### src/rtl/mem_arb_pkg.sv
// Shared types and constants for the two-port data-RAM arbiter.
// The command struct carries one accepted access from the grant cycle into the RAM cycle.
package mem_arb_pkg;

    localparam int DATA_W  = 32;
    localparam int WORD_AW = 8;

    typedef enum logic {
        IDLE   = 1'b0,
        ACCESS = 1'b1
    } state_t;

    typedef logic owner_t;

    typedef struct packed {
        logic              vld;
        owner_t            owner;
        logic              we;
        logic [31:0]       addr;
        logic [DATA_W-1:0] wdata;
        logic              err;
    } cmd_t;

    // Misaligned or beyond the 2**WORD_AW-word RAM.
    function automatic logic addrBad(input logic [31:0] addr);
        return (addr[1:0] != 2'b00) || (addr[31:WORD_AW+2] != '0);
    endfunction

endpackage

### src/rtl/mem_arbiter_if.sv
// Bundle of both requester ports plus the RAM-side bus of the arbiter.
// The arbiter uses the slave view; requesters and the RAM model use the master view.
interface mem_arbiter_if;
    import mem_arb_pkg::*;

    logic              p0_req;
    logic              p0_we;
    logic [31:0]       p0_addr;
    logic [DATA_W-1:0] p0_wdata;
    logic              p0_gnt;
    logic              p0_rvalid;
    logic [DATA_W-1:0] p0_rdata;
    logic              p0_err;

    logic              p1_req;
    logic              p1_we;
    logic [31:0]       p1_addr;
    logic [DATA_W-1:0] p1_wdata;
    logic              p1_gnt;
    logic              p1_rvalid;
    logic [DATA_W-1:0] p1_rdata;
    logic              p1_err;

    logic [31:0]       ram_addr;
    logic [DATA_W-1:0] ram_wdata;
    logic              ram_MemRead;
    logic              ram_MemWrite;
    logic [DATA_W-1:0] ram_rdata;

    modport slave (
        input  p0_req, p0_we, p0_addr, p0_wdata,
        input  p1_req, p1_we, p1_addr, p1_wdata,
        input  ram_rdata,
        output p0_gnt, p0_rvalid, p0_rdata, p0_err,
        output p1_gnt, p1_rvalid, p1_rdata, p1_err,
        output ram_addr, ram_wdata, ram_MemRead, ram_MemWrite
    );

    modport master (
        output p0_req, p0_we, p0_addr, p0_wdata,
        output p1_req, p1_we, p1_addr, p1_wdata,
        output ram_rdata,
        input  p0_gnt, p0_rvalid, p0_rdata, p0_err,
        input  p1_gnt, p1_rvalid, p1_rdata, p1_err,
        input  ram_addr, ram_wdata, ram_MemRead, ram_MemWrite
    );

endinterface

### src/rtl/rr_arb2.sv
// Combinational two-way round-robin picker.
// With both ports requesting, the port that did not win last time gets the grant.
module rr_arb2
    import mem_arb_pkg::*;
(
    input  logic [1:0] req_i,
    input  owner_t     lastOwner_i,
    output logic [1:0] gnt_o,
    output owner_t     winner_o
);

    always_comb begin
        winner_o = 1'b0;
        gnt_o    = 2'b00;
        case (req_i)
            2'b01:   winner_o = 1'b0;
            2'b10:   winner_o = 1'b1;
            2'b11:   winner_o = ~lastOwner_i;
            default: winner_o = 1'b0;
        endcase
        if (req_i != 2'b00) begin
            gnt_o = winner_o ? 2'b10 : 2'b01;
        end
    end

endmodule

### src/rtl/mem_arbiter.sv
// Two-requester round-robin arbiter and sequencer for the single-port data RAM.
// Accept -> RAM access -> return pipeline, one new access per cycle.
module mem_arbiter
    import mem_arb_pkg::*;
(
    input  logic         clk,
    input  logic         rst_n,
    mem_arbiter_if.slave bus
);

    logic [1:0]        req;
    logic [1:0]        arbGnt;
    logic [1:0]        gnt;
    logic              accept;
    owner_t            winner;
    owner_t            lastOwner_q, lastOwner_d;
    cmd_t              cmd_q, cmd_d;
    state_t            state_q, state_d;
    logic              selWe;
    logic [31:0]       selAddr;
    logic [DATA_W-1:0] selWdata;
    logic              ramRead, ramWrite;
    logic [1:0]        rvalid_q, rvalid_d;
    logic [1:0]        err_q, err_d;
    logic [DATA_W-1:0] rdata0_q, rdata0_d;
    logic [DATA_W-1:0] rdata1_q, rdata1_d;

    assign req = {bus.p1_req, bus.p0_req};

    rr_arb2 uArb (
        .req_i       (req),
        .lastOwner_i (lastOwner_q),
        .gnt_o       (arbGnt),
        .winner_o    (winner)
    );

    // Grants are suppressed during reset so nothing is accepted on the release edge's far side.
    assign gnt         = arbGnt & {2{rst_n}};
    assign accept      = |gnt;
    assign bus.p0_gnt  = gnt[0];
    assign bus.p1_gnt  = gnt[1];

    always_comb begin
        selWe       = winner ? bus.p1_we    : bus.p0_we;
        selAddr     = winner ? bus.p1_addr  : bus.p0_addr;
        selWdata    = winner ? bus.p1_wdata : bus.p0_wdata;
        cmd_d       = cmd_q;
        cmd_d.vld   = 1'b0;
        lastOwner_d = lastOwner_q;
        if (accept) begin
            cmd_d.vld   = 1'b1;
            cmd_d.owner = winner;
            cmd_d.we    = selWe;
            cmd_d.addr  = selAddr;
            cmd_d.wdata = selWdata;
            cmd_d.err   = addrBad(selAddr);
            lastOwner_d = winner;
        end
    end

    always_ff @(posedge clk or negedge rst_n) begin
        if (!rst_n) begin
            state_q <= IDLE;
        end else begin
            state_q <= state_d;
        end
    end

    always_comb begin
        state_d = IDLE;
        case (state_q)
            IDLE:    state_d = accept ? ACCESS : IDLE;
            ACCESS:  state_d = accept ? ACCESS : IDLE;
            default: state_d = IDLE;
        endcase
    end

    // Strobes decode straight from the state register so reset kills them immediately.
    always_comb begin
        ramRead  = 1'b0;
        ramWrite = 1'b0;
        if (state_q == ACCESS && !cmd_q.err) begin
            ramRead  = ~cmd_q.we;
            ramWrite = cmd_q.we;
        end
    end

    assign bus.ram_MemRead  = ramRead;
    assign bus.ram_MemWrite = ramWrite;
    assign bus.ram_addr     = cmd_q.addr;
    assign bus.ram_wdata    = cmd_q.wdata;

    always_comb begin
        rvalid_d = 2'b00;
        err_d    = 2'b00;
        rdata0_d = rdata0_q;
        rdata1_d = rdata1_q;
        if (cmd_q.vld) begin
            rvalid_d[cmd_q.owner] = 1'b1;
            err_d[cmd_q.owner]    = cmd_q.err;
            if (!cmd_q.err && !cmd_q.we) begin
                if (cmd_q.owner) begin
                    rdata1_d = bus.ram_rdata;
                end else begin
                    rdata0_d = bus.ram_rdata;
                end
            end
        end
    end

    always_ff @(posedge clk or negedge rst_n) begin
        if (!rst_n) begin
            cmd_q       <= '0;
            lastOwner_q <= 1'b1;
            rvalid_q    <= 2'b00;
            err_q       <= 2'b00;
            rdata0_q    <= '0;
            rdata1_q    <= '0;
        end else begin
            cmd_q       <= cmd_d;
            lastOwner_q <= lastOwner_d;
            rvalid_q    <= rvalid_d;
            err_q       <= err_d;
            rdata0_q    <= rdata0_d;
            rdata1_q    <= rdata1_d;
        end
    end

    assign bus.p0_rvalid = rvalid_q[0];
    assign bus.p1_rvalid = rvalid_q[1];
    assign bus.p0_err    = err_q[0];
    assign bus.p1_err    = err_q[1];
    assign bus.p0_rdata  = rdata0_q;
    assign bus.p1_rdata  = rdata1_q;

endmodule
### src/flat_wrapper.sv
// flat-port wrapper written by rule: the top's interface ports become plain ports
module mem_arbiter_flat import mem_arb_pkg::*;
  (clk, rst_n, bus_p0_req, bus_p0_we, bus_p0_addr, bus_p0_wdata, bus_p1_req, bus_p1_we, bus_p1_addr, bus_p1_wdata, bus_ram_rdata, bus_p0_gnt, bus_p0_rvalid, bus_p0_rdata, bus_p0_err, bus_p1_gnt, bus_p1_rvalid, bus_p1_rdata, bus_p1_err, bus_ram_addr, bus_ram_wdata, bus_ram_MemRead, bus_ram_MemWrite);
  mem_arbiter_if bus_i ();
  input  logic clk;
  input  logic rst_n;
  input wire logic [$bits(bus_i.p0_req)-1:0] bus_p0_req;
  input wire logic [$bits(bus_i.p0_we)-1:0] bus_p0_we;
  input wire logic [$bits(bus_i.p0_addr)-1:0] bus_p0_addr;
  input wire logic [$bits(bus_i.p0_wdata)-1:0] bus_p0_wdata;
  input wire logic [$bits(bus_i.p1_req)-1:0] bus_p1_req;
  input wire logic [$bits(bus_i.p1_we)-1:0] bus_p1_we;
  input wire logic [$bits(bus_i.p1_addr)-1:0] bus_p1_addr;
  input wire logic [$bits(bus_i.p1_wdata)-1:0] bus_p1_wdata;
  input wire logic [$bits(bus_i.ram_rdata)-1:0] bus_ram_rdata;
  output wire logic [$bits(bus_i.p0_gnt)-1:0] bus_p0_gnt;
  output wire logic [$bits(bus_i.p0_rvalid)-1:0] bus_p0_rvalid;
  output wire logic [$bits(bus_i.p0_rdata)-1:0] bus_p0_rdata;
  output wire logic [$bits(bus_i.p0_err)-1:0] bus_p0_err;
  output wire logic [$bits(bus_i.p1_gnt)-1:0] bus_p1_gnt;
  output wire logic [$bits(bus_i.p1_rvalid)-1:0] bus_p1_rvalid;
  output wire logic [$bits(bus_i.p1_rdata)-1:0] bus_p1_rdata;
  output wire logic [$bits(bus_i.p1_err)-1:0] bus_p1_err;
  output wire logic [$bits(bus_i.ram_addr)-1:0] bus_ram_addr;
  output wire logic [$bits(bus_i.ram_wdata)-1:0] bus_ram_wdata;
  output wire logic [$bits(bus_i.ram_MemRead)-1:0] bus_ram_MemRead;
  output wire logic [$bits(bus_i.ram_MemWrite)-1:0] bus_ram_MemWrite;
  assign bus_i.p0_req = bus_p0_req;
  assign bus_i.p0_we = bus_p0_we;
  assign bus_i.p0_addr = bus_p0_addr;
  assign bus_i.p0_wdata = bus_p0_wdata;
  assign bus_i.p1_req = bus_p1_req;
  assign bus_i.p1_we = bus_p1_we;
  assign bus_i.p1_addr = bus_p1_addr;
  assign bus_i.p1_wdata = bus_p1_wdata;
  assign bus_i.ram_rdata = bus_ram_rdata;
  assign bus_p0_gnt = bus_i.p0_gnt;
  assign bus_p0_rvalid = bus_i.p0_rvalid;
  assign bus_p0_rdata = bus_i.p0_rdata;
  assign bus_p0_err = bus_i.p0_err;
  assign bus_p1_gnt = bus_i.p1_gnt;
  assign bus_p1_rvalid = bus_i.p1_rvalid;
  assign bus_p1_rdata = bus_i.p1_rdata;
  assign bus_p1_err = bus_i.p1_err;
  assign bus_ram_addr = bus_i.ram_addr;
  assign bus_ram_wdata = bus_i.ram_wdata;
  assign bus_ram_MemRead = bus_i.ram_MemRead;
  assign bus_ram_MemWrite = bus_i.ram_MemWrite;
  mem_arbiter u_core (.clk(clk), .rst_n(rst_n), .bus(bus_i));
endmodule
### config.mk
export PLATFORM = sky130hd
export DESIGN_NAME = mem_arbiter_flat
export DESIGN_NICKNAME = d
export VERILOG_FILES = /design/src/rtl/mem_arb_pkg.sv /design/src/rtl/mem_arbiter_if.sv /design/src/rtl/rr_arb2.sv /design/src/rtl/mem_arbiter.sv /design/src/flat_wrapper.sv
export SDC_FILE = /design/constraint.sdc
export NUM_CORES = 1
export LEC_CHECK = 0
export BUFFER_PORTS_ARGS = -buffer_cell sky130_fd_sc_hd__clkbuf_2
export CAP_MARGIN = 20
export CORE_MARGIN = 1
export CORE_UTILIZATION = 43
export DETAILED_ROUTE_END_ITERATION = 8
export PLACE_DENSITY = 0.77
export SLEW_MARGIN = 40
export SYNTH_ARGS = -nofsm -noshare
export SYNTH_HDL_FRONTEND = slang
export SYNTH_SLANG_ARGS = --single-unit
### constraint.sdc
create_clock -name clk -period 1.4 [get_ports clk]
set_clock_uncertainty 0.05 [all_clocks]
set_input_delay 0.28 -clock clk [delete_from_list [all_inputs] [get_ports clk]]
set_output_delay 0.28 -clock clk [all_outputs]
set_load 0.02 [all_outputs]
==> tab_implementation.tex <==
\begin{tabular}{lr}
\hline
Metric & Value \\
\hline
\multicolumn{2}{l}{\textbf{Power}} \\
Power density over the cells & 1304 mW/mm\^{}2 \\
Worst VDD drop & 761.4 uV \\
Leak Pwr & 4.816 nW \\
\multicolumn{2}{l}{\textbf{Synthesis}} \\
Number of flip-flops and latches in the synthesized netlist & 137 \\
Share of synthesized area occupied by flip-flops and latches & 0.5200 \\
Fraction of post-synthesis cell area in the top cell type by area & 0.5160 \\
Cell types with the largest area share after synthesis & sky130\_fd\_sc\_hd\_\_dfrtp\_1 52\%, sky130\_fd\_sc\_hd\_\_mux2\_4 14\%, sky130\_fd\_sc\_hd\_\_mux2i\_1 9.9\% \\
Post-synthesis cell type with the largest combined area & sky130\_fd\_sc\_hd\_\_dfrtp\_1 \\
Netlist area before placement & 0.006595 mm\^{}2 \\
Avg Cell Area, Syn & 12.54 um\^{}2 \\
Syn nets & 692 \\
Warnings, synthesis & 0 \\
Post-synth cell types & 30 \\
Count of mapped cells out of synthesis & 526 \\
\multicolumn{2}{l}{\textbf{Worst hold path}} \\
Hold path startpoint & rst\_n \\
Worst hold stages & 2 \\
Classification of the worst-slack hold path & in2reg \\
Endpoint of the worst hold path & u\_core.lastOwner\_q\$\_DFFE\_PN1P\_ \\
\multicolumn{2}{l}{\textbf{Global routing}} \\
Wire length of the first global-routing pass & 26290 um \\
Total grt overflow & 0 \\
Vias in the first global route & 4939 \\
GR Util All Layers & 0.2165 \\
Largest net degree at the start of global routing & 99 \\
Initial antenna violation count & 0 \\
\multicolumn{2}{l}{\textbf{Detailed routing}} \\
First-pass iteration count of the detailed router & 6 \\
Number of DRC markers after the initial detailed-route iteration & 177 \\
Total wirelength of the detailed-routed design & 17200 um \\
Number of design rule violations left after detail routing & 0 \\
Total via count in the routed design & 4843 \\
Average wire per standard cell & 17.03 um \\
Post-route antenna net violation count & 0 \\
Post-DR vias/cell & 4.795 \\
\multicolumn{2}{l}{\textbf{Worst setup path}} \\
Critical-path maximum fanout & 6 \\
Launch point of the worst reg-to-reg path & u\_core.cmd\_q[0]\$\_DFFE\_PN0P\_ \\
Critical Path End Type & register \\
Worst r2r dst & u\_core.bus.p0\_rdata[4]\$\_DFFE\_PN0P\_ \\
Number of cells on the worst reg-to-reg path & 5 \\
Data arrival at the endpoint of the critical path & 1.90 ns \\
Flop2flop setup slack & -0.26 ns \\
Startpoint Class & register \\
Required time of the critical path & 1.64 ns \\
Start point of the critical path & u\_core.cmd\_q[0]\$\_DFFE\_PN0P\_ \\
Worst Path Class, Setup & reg2reg \\
\multicolumn{2}{l}{\textbf{Timing}} \\
Relative slew margins & 0.6372 \\
RSZ-0062 raised after global routing & true \\
Max Clock Freq & 602.9 MHz \\
Count of endpoints failing setup in the final report & 131 \\
Worst Tran Pin Value & 0.5442 ns \\
Minimum clock period & 1.659 ns \\
Number of hold violations in the final report & 0 \\
Period utilisation layout & 1.185 \\
Post-layout worst setup margin & -0.2586 ns \\
Final Max Tran Viols & 0 \\
\multicolumn{2}{l}{\textbf{Outcome}} \\
Failing checks & negative setup slack \\
Outcome & complete, but fails checks \\
\multicolumn{2}{l}{\textbf{Final layout}} \\
Area overhead of the layout relative to synthesis & 40.43\% \\
Final non-filler cell total & 1010 \\
Final net count & 979 \\
Core occupancy in the finished layout & 0.6277 \\
Post-layout instance area & 0.009261 mm\^{}2 \\
Final antenna diode count & 0 \\
Layout cells sized above 1 & 0.5860 \\
Filler Cells Inserted & 1182 \\
Commonest cells after routing, fill and taps aside & 296 x sky130\_fd\_sc\_hd\_\_clkbuf\_2, 136 x sky130\_fd\_sc\_hd\_\_dfrtp\_1, 67 x sky130\_fd\_sc\_hd\_\_nand2\_1 \\
Most common library cell in the layout ignoring fill and taps & sky130\_fd\_sc\_hd\_\_clkbuf\_2 \\
\multicolumn{2}{l}{\textbf{Flow run}} \\
Number of maximum-capacitance constraint violations & 0 \\
\multicolumn{2}{l}{\textbf{CTS}} \\
Total number of H-tree levels & 4 \\
CTS root buffer & sky130\_fd\_sc\_hd\_\_clkbuf\_16 \\
Later-pin clock latency in the skew report & 0.40 ns \\
Buffers from clock root to sink, at most & 2 \\
Sinks on the clock net & 137 \\
Clock transition time at the flip-flop clock pins of the worst setup and hold paths & 0.06 ns \\
TritonCTS clock tree & done \\
Cts bufs inserted & 17 \\
\multicolumn{2}{l}{\textbf{Die}} \\
Vert. Die Dim & 125.8 um \\
Core area & 0.01475 mm\^{}2 \\
\# IOs & 302 \\
Num rows & 44 \\
Initial standard-cell utilization of the core & 0.4470 \\
Overall die area & 0.01584 mm\^{}2 \\
Die width & 125.8 um \\
\multicolumn{2}{l}{\textbf{Placement}} \\
Gp weighted congestion & 0.8123 \\
Cell count after placement & 963 \\
Placed instance area & 0.008122 mm\^{}2 \\
DP HPWL & 12370 um \\
Quantity of I/O buffers inserted on ports & 301 \\
\hline
\end{tabular}
-- area by class of cell --
type | count | area, um^2 | share of cell area
multi-input cells | 293 | 2559 | 0.2763
clock buffers | 18 | 439.2 | 0.04742
clock inverters | 14 | 185.2 | 0.01999
repair buffers | 361 | 2407 | 0.2599
flip-flops and latches | 137 | 3430 | 0.3703
inverters | 3 | 11.26 | 0.001216
well taps | 184 | 230.2 | 0.02486
-- how the worst max path moves through the flow --
stage / slack (ns) / to
2_1_floorplan: -0.25 / u_core.bus.p1_rdata[10]$_DFFE_PN0P_
3_3_place_gp: -0.13 / u_core.bus.p0_rdata[9]$_DFFE_PN0P_
3_5_place_dp: -0.18 / u_core.cmd_q[0]$_DFFE_PN0P_
4_1_cts: -0.26 / bus_ram_MemWrite
5_1_grt: -0.29 / bus_p0_gnt
6_report: -0.26 / u_core.bus.p0_rdata[4]$_DFFE_PN0P_
-- state kept, by name, indices dropped and copies added, names as in the netlist --
register	count
u_core.rvalid_q	2
u_core.bus.ram_addr	32
u_core.err_q	2
u_core.lastOwner_q	1
u_core.bus.p1_rdata	32
u_core.cmd_q	4
u_core.bus.p0_rdata	32
u_core.bus.ram_wdata	32
-- report_power, final --
group          leakage (nW)  internal (mW)  total [mW]  switching, mW
sequential             1.76           4.42        4.71          0.289
combinational          2.75           1.22        2.67           1.45
clock                 0.302           2.90        4.69           1.79
total                  4.82           8.54        12.1           3.54
-- synthesized netlist by cell type --
| cell type | instances |
|---|---|
| sky130_fd_sc_hd__mux2_4 | 60 |
| sky130_fd_sc_hd__dfrtp_1 | 136 |
| sky130_fd_sc_hd__and2b_1 | 1 |
| sky130_fd_sc_hd__a21oi_1 | 3 |
| sky130_fd_sc_hd__buf_6 | 7 |
| sky130_fd_sc_hd__nor3b_4 | 1 |
| sky130_fd_sc_hd__buf_12 | 6 |
| sky130_fd_sc_hd__clkbuf_1 | 4 |
| sky130_fd_sc_hd__mux2_1 | 4 |
| sky130_fd_sc_hd__nand2_1 | 67 |
| sky130_fd_sc_hd__a21o_1 | 1 |
| sky130_fd_sc_hd__o21ai_1 | 66 |
| sky130_fd_sc_hd__nor4_1 | 12 |
| sky130_fd_sc_hd__nand4_1 | 1 |
| sky130_fd_sc_hd__and2_4 | 1 |
| sky130_fd_sc_hd__mux2i_1 | 65 |
| sky130_fd_sc_hd__buf_4 | 65 |
| sky130_fd_sc_hd__dfstp_2 | 1 |
| sky130_fd_sc_hd__and4_1 | 1 |
| sky130_fd_sc_hd__nor2b_1 | 1 |
| sky130_fd_sc_hd__o211ai_1 | 1 |
| sky130_fd_sc_hd__a21oi_2 | 1 |
| sky130_fd_sc_hd__o32ai_1 | 1 |
| sky130_fd_sc_hd__and3_1 | 2 |
| sky130_fd_sc_hd__buf_2 | 11 |
| sky130_fd_sc_hd__and2_1 | 2 |
| sky130_fd_sc_hd__inv_2 | 2 |
| sky130_fd_sc_hd__inv_1 | 1 |
| sky130_fd_sc_hd__and3b_1 | 1 |
| sky130_fd_sc_hd__a31oi_1 | 1 |
-- per-layer routing --
metal | GRT usage | part of all wire | vias to the layer above
li1 | - | - | 2338
met1 | 0.2683 | 0.42 | 2279
met2 | 0.3703 | 0.50 | 213
met3 | 0.06330 | 0.070 | 13
met4 | 0.05528 | 0.010 | 0
met5 | 0 | 0 | -
-- logic make-up (layout without fill, tap and decap cells) --
family,count (synthesis),in the layout,synth area share
mux,129,129,0.2421
compound gates,74,74,0.05824
buf+inv,96,396,0.1165
simple gates,90,90,0.06318
flops,137,137,0.5200
-- metrics by stage --
stage                     setup TNS, ns  hold slack (ns)  worst slack (ns)  power (mW)
after floorplan                  -15.47         -0.06559           -0.2499       6.449
after global placement           -6.572          0.04695           -0.1266       7.182
after detailed placement         -7.785          0.04596           -0.1751       7.235
after CTS                        -22.84          0.01248           -0.2571       12.11
after global routing             -27.61          0.03618           -0.2927       12.62
final                            -21.90          0.05180           -0.2586       12.08
-- timing repair --
item                                    CTS  global route
hold buffers                              1             0
gates cloned                              3             5
endpoints found under the setup margin  102           134
endpoints found under the hold margin   136             0
pin swaps                                 3             6
resized for setup                        41            28
setup buffers                            12             1
-- critical path, stage by stage, from the launching register on --
cell	delay [ns]
sky130_fd_sc_hd__dfrtp_1	0.42
sky130_fd_sc_hd__nor3b_4	0.19
sky130_fd_sc_hd__buf_4	0.14
sky130_fd_sc_hd__and2b_4	0.26
sky130_fd_sc_hd__clkbuf_16	0.20
sky130_fd_sc_hd__mux2_4	0.30
Note: power is estimated with default switching activity, not from simulation.
